==> config.mk <==
export PLATFORM = sky130hd
export DESIGN_NAME = id_ex_stage
export DESIGN_NICKNAME = d
export VERILOG_FILES = /design/src/rtl/alu_pkg.sv /design/src/rtl/forward_mux.sv /design/src/rtl/id_ex_stage.sv
export SDC_FILE = /design/constraint.sdc
export NUM_CORES = 1
export LEC_CHECK = 0
export BUFFER_PORTS_ARGS = -buffer_cell sky130_fd_sc_hd__buf_2
export CORE_ASPECT_RATIO = 0.8
export CORE_MARGIN = 8
export CORE_UTILIZATION = 49
export DETAILED_ROUTE_END_ITERATION = 8
export PLACE_DENSITY = 0.84
export SETUP_SLACK_MARGIN = 0.05
export SKIP_LAST_GASP = 1
export SYNTH_ARGS = -nofsm -noshare
export SYNTH_HDL_FRONTEND = slang
export SYNTH_SLANG_ARGS = --single-unit
==> constraint.sdc <==
create_clock -name clk -period 4.36 [get_ports clk]
set_clock_uncertainty 0.2 [all_clocks]
set_input_delay 0.872 -clock clk [delete_from_list [all_inputs] [get_ports clk]]
set_output_delay 0.872 -clock clk [all_outputs]
set_load 0.02 [all_outputs]
==> src/rtl/alu_pkg.sv <==
// Shared ALU definitions: ALUControl codes, legality check and default widths.
// Imported by the ALU and by the ID/EX stage so both agree on the encoding.
package alu_pkg;

  localparam int DATA_W_DEF = 32;
  localparam int REG_AW_DEF = 5;

  typedef enum logic [3:0] {
    ALU_AND = 4'b0000,
    ALU_OR  = 4'b0001,
    ALU_ADD = 4'b0010,
    ALU_SUB = 4'b0110,
    ALU_SLT = 4'b0111,
    ALU_NOR = 4'b1100
  } alu_op_e;

  function automatic logic is_legal_op(input logic [3:0] code);
    case (code)
      ALU_AND, ALU_OR, ALU_ADD, ALU_SUB, ALU_SLT, ALU_NOR: is_legal_op = 1'b1;
      default:                                            is_legal_op = 1'b0;
    endcase
  endfunction

endpackage

==> src/rtl/forward_mux.sv <==
// Resolves one source operand against the EX/MEM and MEM/WB writeback ports.
// EX/MEM is younger and wins; register 0 is never forwarded.
module forward_mux
  import alu_pkg::*;
#(
  parameter int DATA_W = DATA_W_DEF,
  parameter int REG_AW = REG_AW_DEF
) (
  input  logic [REG_AW-1:0] idx_i,
  input  logic [DATA_W-1:0] rf_data_i,
  input  logic              exmem_regwrite_i,
  input  logic [REG_AW-1:0] exmem_rd_i,
  input  logic [DATA_W-1:0] exmem_result_i,
  input  logic              memwb_regwrite_i,
  input  logic [REG_AW-1:0] memwb_rd_i,
  input  logic [DATA_W-1:0] memwb_data_i,
  output logic [DATA_W-1:0] data_o
);

  logic idx_nonzero;
  assign idx_nonzero = (idx_i != '0);

  always_comb begin
    // NOTE: default assignment first so every path drives data_o; no latch.
    data_o = rf_data_i;
    if (idx_nonzero && exmem_regwrite_i && (exmem_rd_i == idx_i)) begin
      data_o = exmem_result_i;
    end else if (idx_nonzero && memwb_regwrite_i && (memwb_rd_i == idx_i)) begin
      data_o = memwb_data_i;
    end
  end

endmodule

==> src/rtl/id_ex_stage.sv <==
// ID/EX pipeline register: forwards operands, applies ALUSrc, and presents
// registered A/B/ALUControl to the ALU behind a valid/ready handshake.
module id_ex_stage
  import alu_pkg::*;
#(
  parameter int DATA_W = DATA_W_DEF,
  parameter int REG_AW = REG_AW_DEF
) (
  input  logic              clk,
  input  logic              reset,
  input  logic              in_valid,
  output logic              in_ready,
  input  logic [REG_AW-1:0] in_rs,
  input  logic [REG_AW-1:0] in_rt,
  input  logic [REG_AW-1:0] in_rd,
  input  logic [DATA_W-1:0] in_rs_data,
  input  logic [DATA_W-1:0] in_rt_data,
  input  logic [15:0]       in_imm,
  input  logic              in_alusrc,
  input  logic [3:0]        in_aluctrl,
  input  logic              in_regwrite,
  input  logic              exmem_regwrite,
  input  logic [REG_AW-1:0] exmem_rd,
  input  logic [DATA_W-1:0] exmem_result,
  input  logic              memwb_regwrite,
  input  logic [REG_AW-1:0] memwb_rd,
  input  logic [DATA_W-1:0] memwb_data,
  input  logic              flush,
  output logic              out_valid,
  input  logic              out_ready,
  output logic [DATA_W-1:0] out_a,
  output logic [DATA_W-1:0] out_b,
  output logic [3:0]        out_aluctrl,
  output logic [REG_AW-1:0] out_rd,
  output logic              out_regwrite,
  output logic              out_illegal
);

  typedef enum logic {ST_EMPTY, ST_FULL} state_e;

  state_e              state_q;
  logic [DATA_W-1:0]   a_q, b_q, a_d, b_d;
  logic [3:0]          ctrl_q, ctrl_d;
  logic [REG_AW-1:0]   rd_q;
  logic                rw_q, rw_d, ill_q, legal;
  logic [DATA_W-1:0]   rs_fwd, rt_fwd, imm_ext;
  logic                capture;

  forward_mux #(.DATA_W(DATA_W), .REG_AW(REG_AW)) u_fwd_rs (
    .idx_i(in_rs), .rf_data_i(in_rs_data),
    .exmem_regwrite_i(exmem_regwrite), .exmem_rd_i(exmem_rd), .exmem_result_i(exmem_result),
    .memwb_regwrite_i(memwb_regwrite), .memwb_rd_i(memwb_rd), .memwb_data_i(memwb_data),
    .data_o(rs_fwd)
  );

  forward_mux #(.DATA_W(DATA_W), .REG_AW(REG_AW)) u_fwd_rt (
    .idx_i(in_rt), .rf_data_i(in_rt_data),
    .exmem_regwrite_i(exmem_regwrite), .exmem_rd_i(exmem_rd), .exmem_result_i(exmem_result),
    .memwb_regwrite_i(memwb_regwrite), .memwb_rd_i(memwb_rd), .memwb_data_i(memwb_data),
    .data_o(rt_fwd)
  );

  assign out_valid = (state_q == ST_FULL);
  assign in_ready  = !out_valid || out_ready;
  assign capture   = in_valid && in_ready;

  assign imm_ext = {{(DATA_W-16){in_imm[15]}}, in_imm};
  assign legal   = is_legal_op(in_aluctrl);
  assign a_d     = rs_fwd;
  assign b_d     = in_alusrc ? imm_ext : rt_fwd;
  // Unsupported codes are downgraded to a harmless ADD that never writes back.
  assign ctrl_d  = legal ? in_aluctrl : 4'(ALU_ADD);
  assign rw_d    = in_regwrite && legal;

  // NOTE: non-blocking assignments for all flops so every register samples pre-edge values.
  always_ff @(posedge clk or posedge reset) begin
    if (reset) begin
      state_q <= ST_EMPTY;
      a_q     <= '0;
      b_q     <= '0;
      ctrl_q  <= '0;
      rd_q    <= '0;
      rw_q    <= 1'b0;
      ill_q   <= 1'b0;
    end else if (flush) begin
      state_q <= ST_EMPTY;
    end else if (capture) begin
      state_q <= ST_FULL;
      a_q     <= a_d;
      b_q     <= b_d;
      ctrl_q  <= ctrl_d;
      rd_q    <= in_rd;
      rw_q    <= rw_d;
      ill_q   <= !legal;
    end else if (in_ready) begin
      state_q <= ST_EMPTY;
    end
  end

  assign out_a        = a_q;
  assign out_b        = b_q;
  assign out_aluctrl  = ctrl_q;
  assign out_rd       = rd_q;
  assign out_illegal  = ill_q;
  assign out_regwrite = out_valid && rw_q;

endmodule

; Yosys cells after proc, flatten, opt, wreduce, memory -nomap -nowiden
; Index checks and enable logic that the tools add are counted.
[totals]
register_bits = 76
inputBits = 182
output_inout_bits = 77
elab_cells = 47
[classes]
eq_ne = 9
mux = 10
bitwise_logic = 1
reduce_logical = 20
[ops]
columns = operator, count
row1 = 2-to-1 mux 32 bit, 5
row2 = equality test 5 bit, 4
row3 = logical AND 1 bit, 11
row4 = nonzero test 5 bit, 2
row5 = equality test 4 x 3 -> 1 bit (second input constant), 2
row6 = OR reduction 6 bit, 1
row7 = equality test 4 x 1 -> 1 bit (second input constant), 1
row8 = equality test 4 x 2 -> 1 bit (second input constant), 1
row9 = equality test 4 bit (second input constant), 1
row10 = logical NOT 4 bit, 1
row11 = 2-to-1 mux 1 bit, 4
row12 = 2-to-1 mux 4 bit, 1
row13 = nonzero test 3 bit, 1
row14 = logical NOT 1 bit, 2
row15 = AND reduction 2 bit, 1
row16 = logical OR 1 bit, 1
row17 = NOT 1 bit, 1

; Depth between registers and ports, before layout
[depth]
depth_word = 6
mapped_depth = 7
mapped_depth_nobuf = 6

; Cells and area by module
; A second synthesis with hierarchy kept.
[unflattened]
hier_cells = 594
hier_area_um2 = 5181.2
[modules_own_cells]
columns = mod, n_inst, cells_per_inst, area_each_um2, seq_area_each_um2
row1 = id_ex_stage, 1, 256, 3284.4, 1901.8
row2 = forward_mux, 2, 169, 948.4, 0.0

; Worst setup path after synthesis
; No wires, ideal clock.
[synth_timing]
kind = input to register
start = in memwb_rd[3]
end = reg b_q[20], in the netlist out_b[20]
setup_time_ns = 0.147
arrival_time_ns = 2.282
required_ns = 4.013
path_slack_ns = 1.731
cell_stages = 7
n_path_buf = 2
path_cell_list = xor2_1 nor4_2 or3b_1 buf_6 buf_6 a221oi_2 o41ai_2
[synth_between]
elab_chain_cells = 5
[synth_lines]
columns = element, line
row1 = start: declaration, id_ex_stage.sv:26  ; input logic [REG_AW-1:0] memwb_rd,
row2 = equality test 5 bit, forward_mux.sv:28  ; end else if (idx_nonzero && memwb_regwrite_i && (memwb_rd_i == idx_i)) begin
row3 = logical AND 1 bit, forward_mux.sv:28
row4 = 2-to-1 mux 32 bit, forward_mux.sv:28
row5 = 2-to-1 mux 32 bit, forward_mux.sv:26  ; if (idx_nonzero && exmem_regwrite_i && (exmem_rd_i == idx_i)) begin
row6 = 2-to-1 mux 32 bit, id_ex_stage.sv:70  ; assign b_d = in_alusrc ? imm_ext : rt_fwd;
row7 = end signal: assignment, id_ex_stage.sv:80  ; b_q <= '0;
row8 = end signal: assignment, id_ex_stage.sv:90  ; b_q <= b_d;
row9 = end: declaration, id_ex_stage.sv:42  ; logic [DATA_W-1:0] a_q, b_q, a_d, b_d;
; No other way between the ends.
; A chain may end at the register's enable or synchronous reset.

; Worst setup path after layout
[layout_timing]
start = in memwb_rd[4]
end = reg a_q[2], in the netlist out_a[2]
[layout_between]
elab_chain_cells = 4
[layout_lines]
columns = element, line
row1 = equality test 5 bit, forward_mux.sv:28
row2 = logical AND 1 bit, forward_mux.sv:28
row3 = 2-to-1 mux 32 bit, forward_mux.sv:28
row4 = 2-to-1 mux 32 bit, forward_mux.sv:26
row5 = end signal: assignment, id_ex_stage.sv:79  ; a_q <= '0;
row6 = end signal: assignment, id_ex_stage.sv:89  ; a_q <= a_d;
row7 = end: declaration, id_ex_stage.sv:42
; No other way between the ends.

==> run summary <==
Final global-route overflow total: 0
Minimum clock period: 3.07 ns
Worst setup SP type: input port
Vias: 5435
Hold Crit Class: reg2reg
Share of cells above drive strength 1: 46.7%
Library cells used by synthesis: 44
Unrepaired setup endpoints after global routing: false
Cts repair resizes: 0
HPWL Detailed: 14.4 mm
Final max-slew violation count: 0
Setup bufs post-CTS: 0
Drt via density: 6.39
Fmax: 0.326 GHz
Setup violators final: 0
Top cell type by total area after synthesis: dfrtp_1
Synth Warn #: 0
Drt wl/cell: 23.0 um
Asr flop ratio synth: 100%
First-pass GRT wire length: 30.6 mm
Post-synth EDFFs: 0
R2r worst-path depth: 8
Clk Latency, worst-skew pair: 0.33 ns
Crit end category: flop
Worst-path maximum fanout: 17
Final #Nets: 909
Final hold vios: 0
Area of the core: 9610 um2
Final wirelength: 19.6 mm
Post-Route Utilization: 67.8%
Routability Congestion: 0.938
H-tree depth: 3
CTS tree: done
WP data arrival: 3.08 ns
Initial Utilization: 50.2%
Rel. slew slack: 26.8%
Die Y: 105 um
Synth Cell Area: 4820 um2
Largest cells by area after synthesis: dfrtp_1 (39%), a221oi_2 (9.3%), mux2i_1 (6.6%)
Least-Margin Pin Slew: 1.09 ns
Clk sink count: 76
Hold Path Cell Cnt: 2
Number of antenna violations at the first check in global routing: 0
Leakage: 3.01 nW
Worst Path Required: 4.37 ns
Top-count cell post-synth: dfrtp_1
# diodes: 0
Synthesis-to-layout area growth: 35.0%
#FFs+latches synth: 76
Pwr per Cell Area: 378 nW/um2
Router iterations before antenna repair: 5
Gr usage total: 28.3%
Final TNS setup: 0 ns
Vias in the first global route: 6002
Post-synthesis sequential area ratio: 39.4%
Total power: 2.46 mW
Row cnt: 32
# hold bufs at CTS: 0
Clock tree buffer depth: 2
Iter 0 DRT Violations: 575
Net Count, Synth: 674
Synth Area per Inst: 9.81 um2
Top cell type's share of synthesized area: 39.4%
Die X: 127 um
Reg clk slew, reported paths: 0.06 ns
Fin cells: 851
Post-synthesis cell count: 492
Max cap viols: 0
DIE AREA: 13300 um2
DRC Markers: 0
WS Path Type: in2reg
Worst VDD drop: 0.224 mV
Largest net degree at the start of global routing: 59
Tcrit/Tclk final: 70.4%
Top cells by count, synth: dfrtp_1 (76), nor2_1 (58), o21ai_0 (45)
Worst hold slack: 0.286 ns
Dominant synthesized flop cell: dfrtp_1
Port buffer count: 258
CTS Buf Count: 9
Root Buffer: clkbuf_16
Status: complete, no violations
Placed insts: 835
Final ANT Viol Nets: 0
IO Pins: 259
-- sequential cells by signal (all words and copies together) (netlist names) --
signal       count
out_b           32
out_valid        1
out_rd           5
out_a           32
rw_q             1
out_illegal      1
out_aluctrl      4
-- critical path, cell delays in order --
cell and delay, ns:
buf_2 0.12, xnor2_1 0.19, nand4_1 0.17, nor3_4 0.86, buf_4 0.46, mux2i_1 0.30, o21ai_1 0.09
-- routing by layer --
layer	vias to the layer above	global-route usage, %	routed length (um)
met5	-	0	0
met4	0	12.8	575
met3	67	8.74	2220
met2	430	48.0	9510
met1	2602	32.3	7280
li1	2336	-	-
-- per-stage QoR --
stage / area, um2 / worst slack, ns
2_1_floorplan: 4820 / 1.35
3_3_place_gp: 6180 / 1.12
3_5_place_dp: 6180 / 1.03
4_1_cts: 6510 / 1.32
5_1_grt: 6510 / 1.19
6_report: 6510 / 1.29
-- cells in the final DEF (no fill, tap or decap), drive strengths merged, types with 15 or more instances in the layout --
master	Yosys	layout
o21ai	64	64
o41ai	17	17
xnor2	16	16
nand2	22	22
a21oi	17	17
and3	32	32
dfrtp	76	76
o22ai	15	15
buf	19	272
nor2	59	59
a221oi	32	32
mux2i	32	32
a22oi	32	32
-- where the power goes --
part / internal, mW / total, mW / switching [mW]
Clock: 0.558 / 0.852 / 0.294
Combinational: 0.284 / 0.722 / 0.438
Sequential: 0.815 / 0.887 / 0.0718
-- path summary, 6_finish.rpt --
check / startpoint / endpoint / slack [ns]
max in group asynchronous: reset / out_b[18] / 2.70
hold / removal: out_rd[4] / out_rd[4] / 0.29
setup / recovery: memwb_rd[4] / out_a[2] / 1.29
setup reg to reg: out_valid / out_a[18] / 1.90
hold reg to reg: out_rd[4] / out_rd[4] / 0.29
min in group asynchronous: reset / out_rd[2] / 0.53
-- cell type report --
class / count / area (um2)
Fill cell: 746 / 3100
Tap cell: 119 / 149
Sequential cell: 76 / 1900
Multi-Input combinational cell: 365 / 2700
Inverter: 3 / 11.3
Timing Repair Buffer: 272 / 1420
Clock inverter: 5 / 100
Clock buffer: 11 / 233
-- kinds of logic (layout without fill, tap and decap cells) --
group | Yosys count | in the layout | share of synthesized area (%)
simple gates | 130 | 130 | 13.0
mux | 32 | 32 | 6.64
buf+inv | 51 | 291 | 5.78
compound gates | 183 | 183 | 31.5
xor+xnor | 20 | 20 | 3.63
flops | 76 | 76 | 39.4
Power figures use the tool's default switching activity.
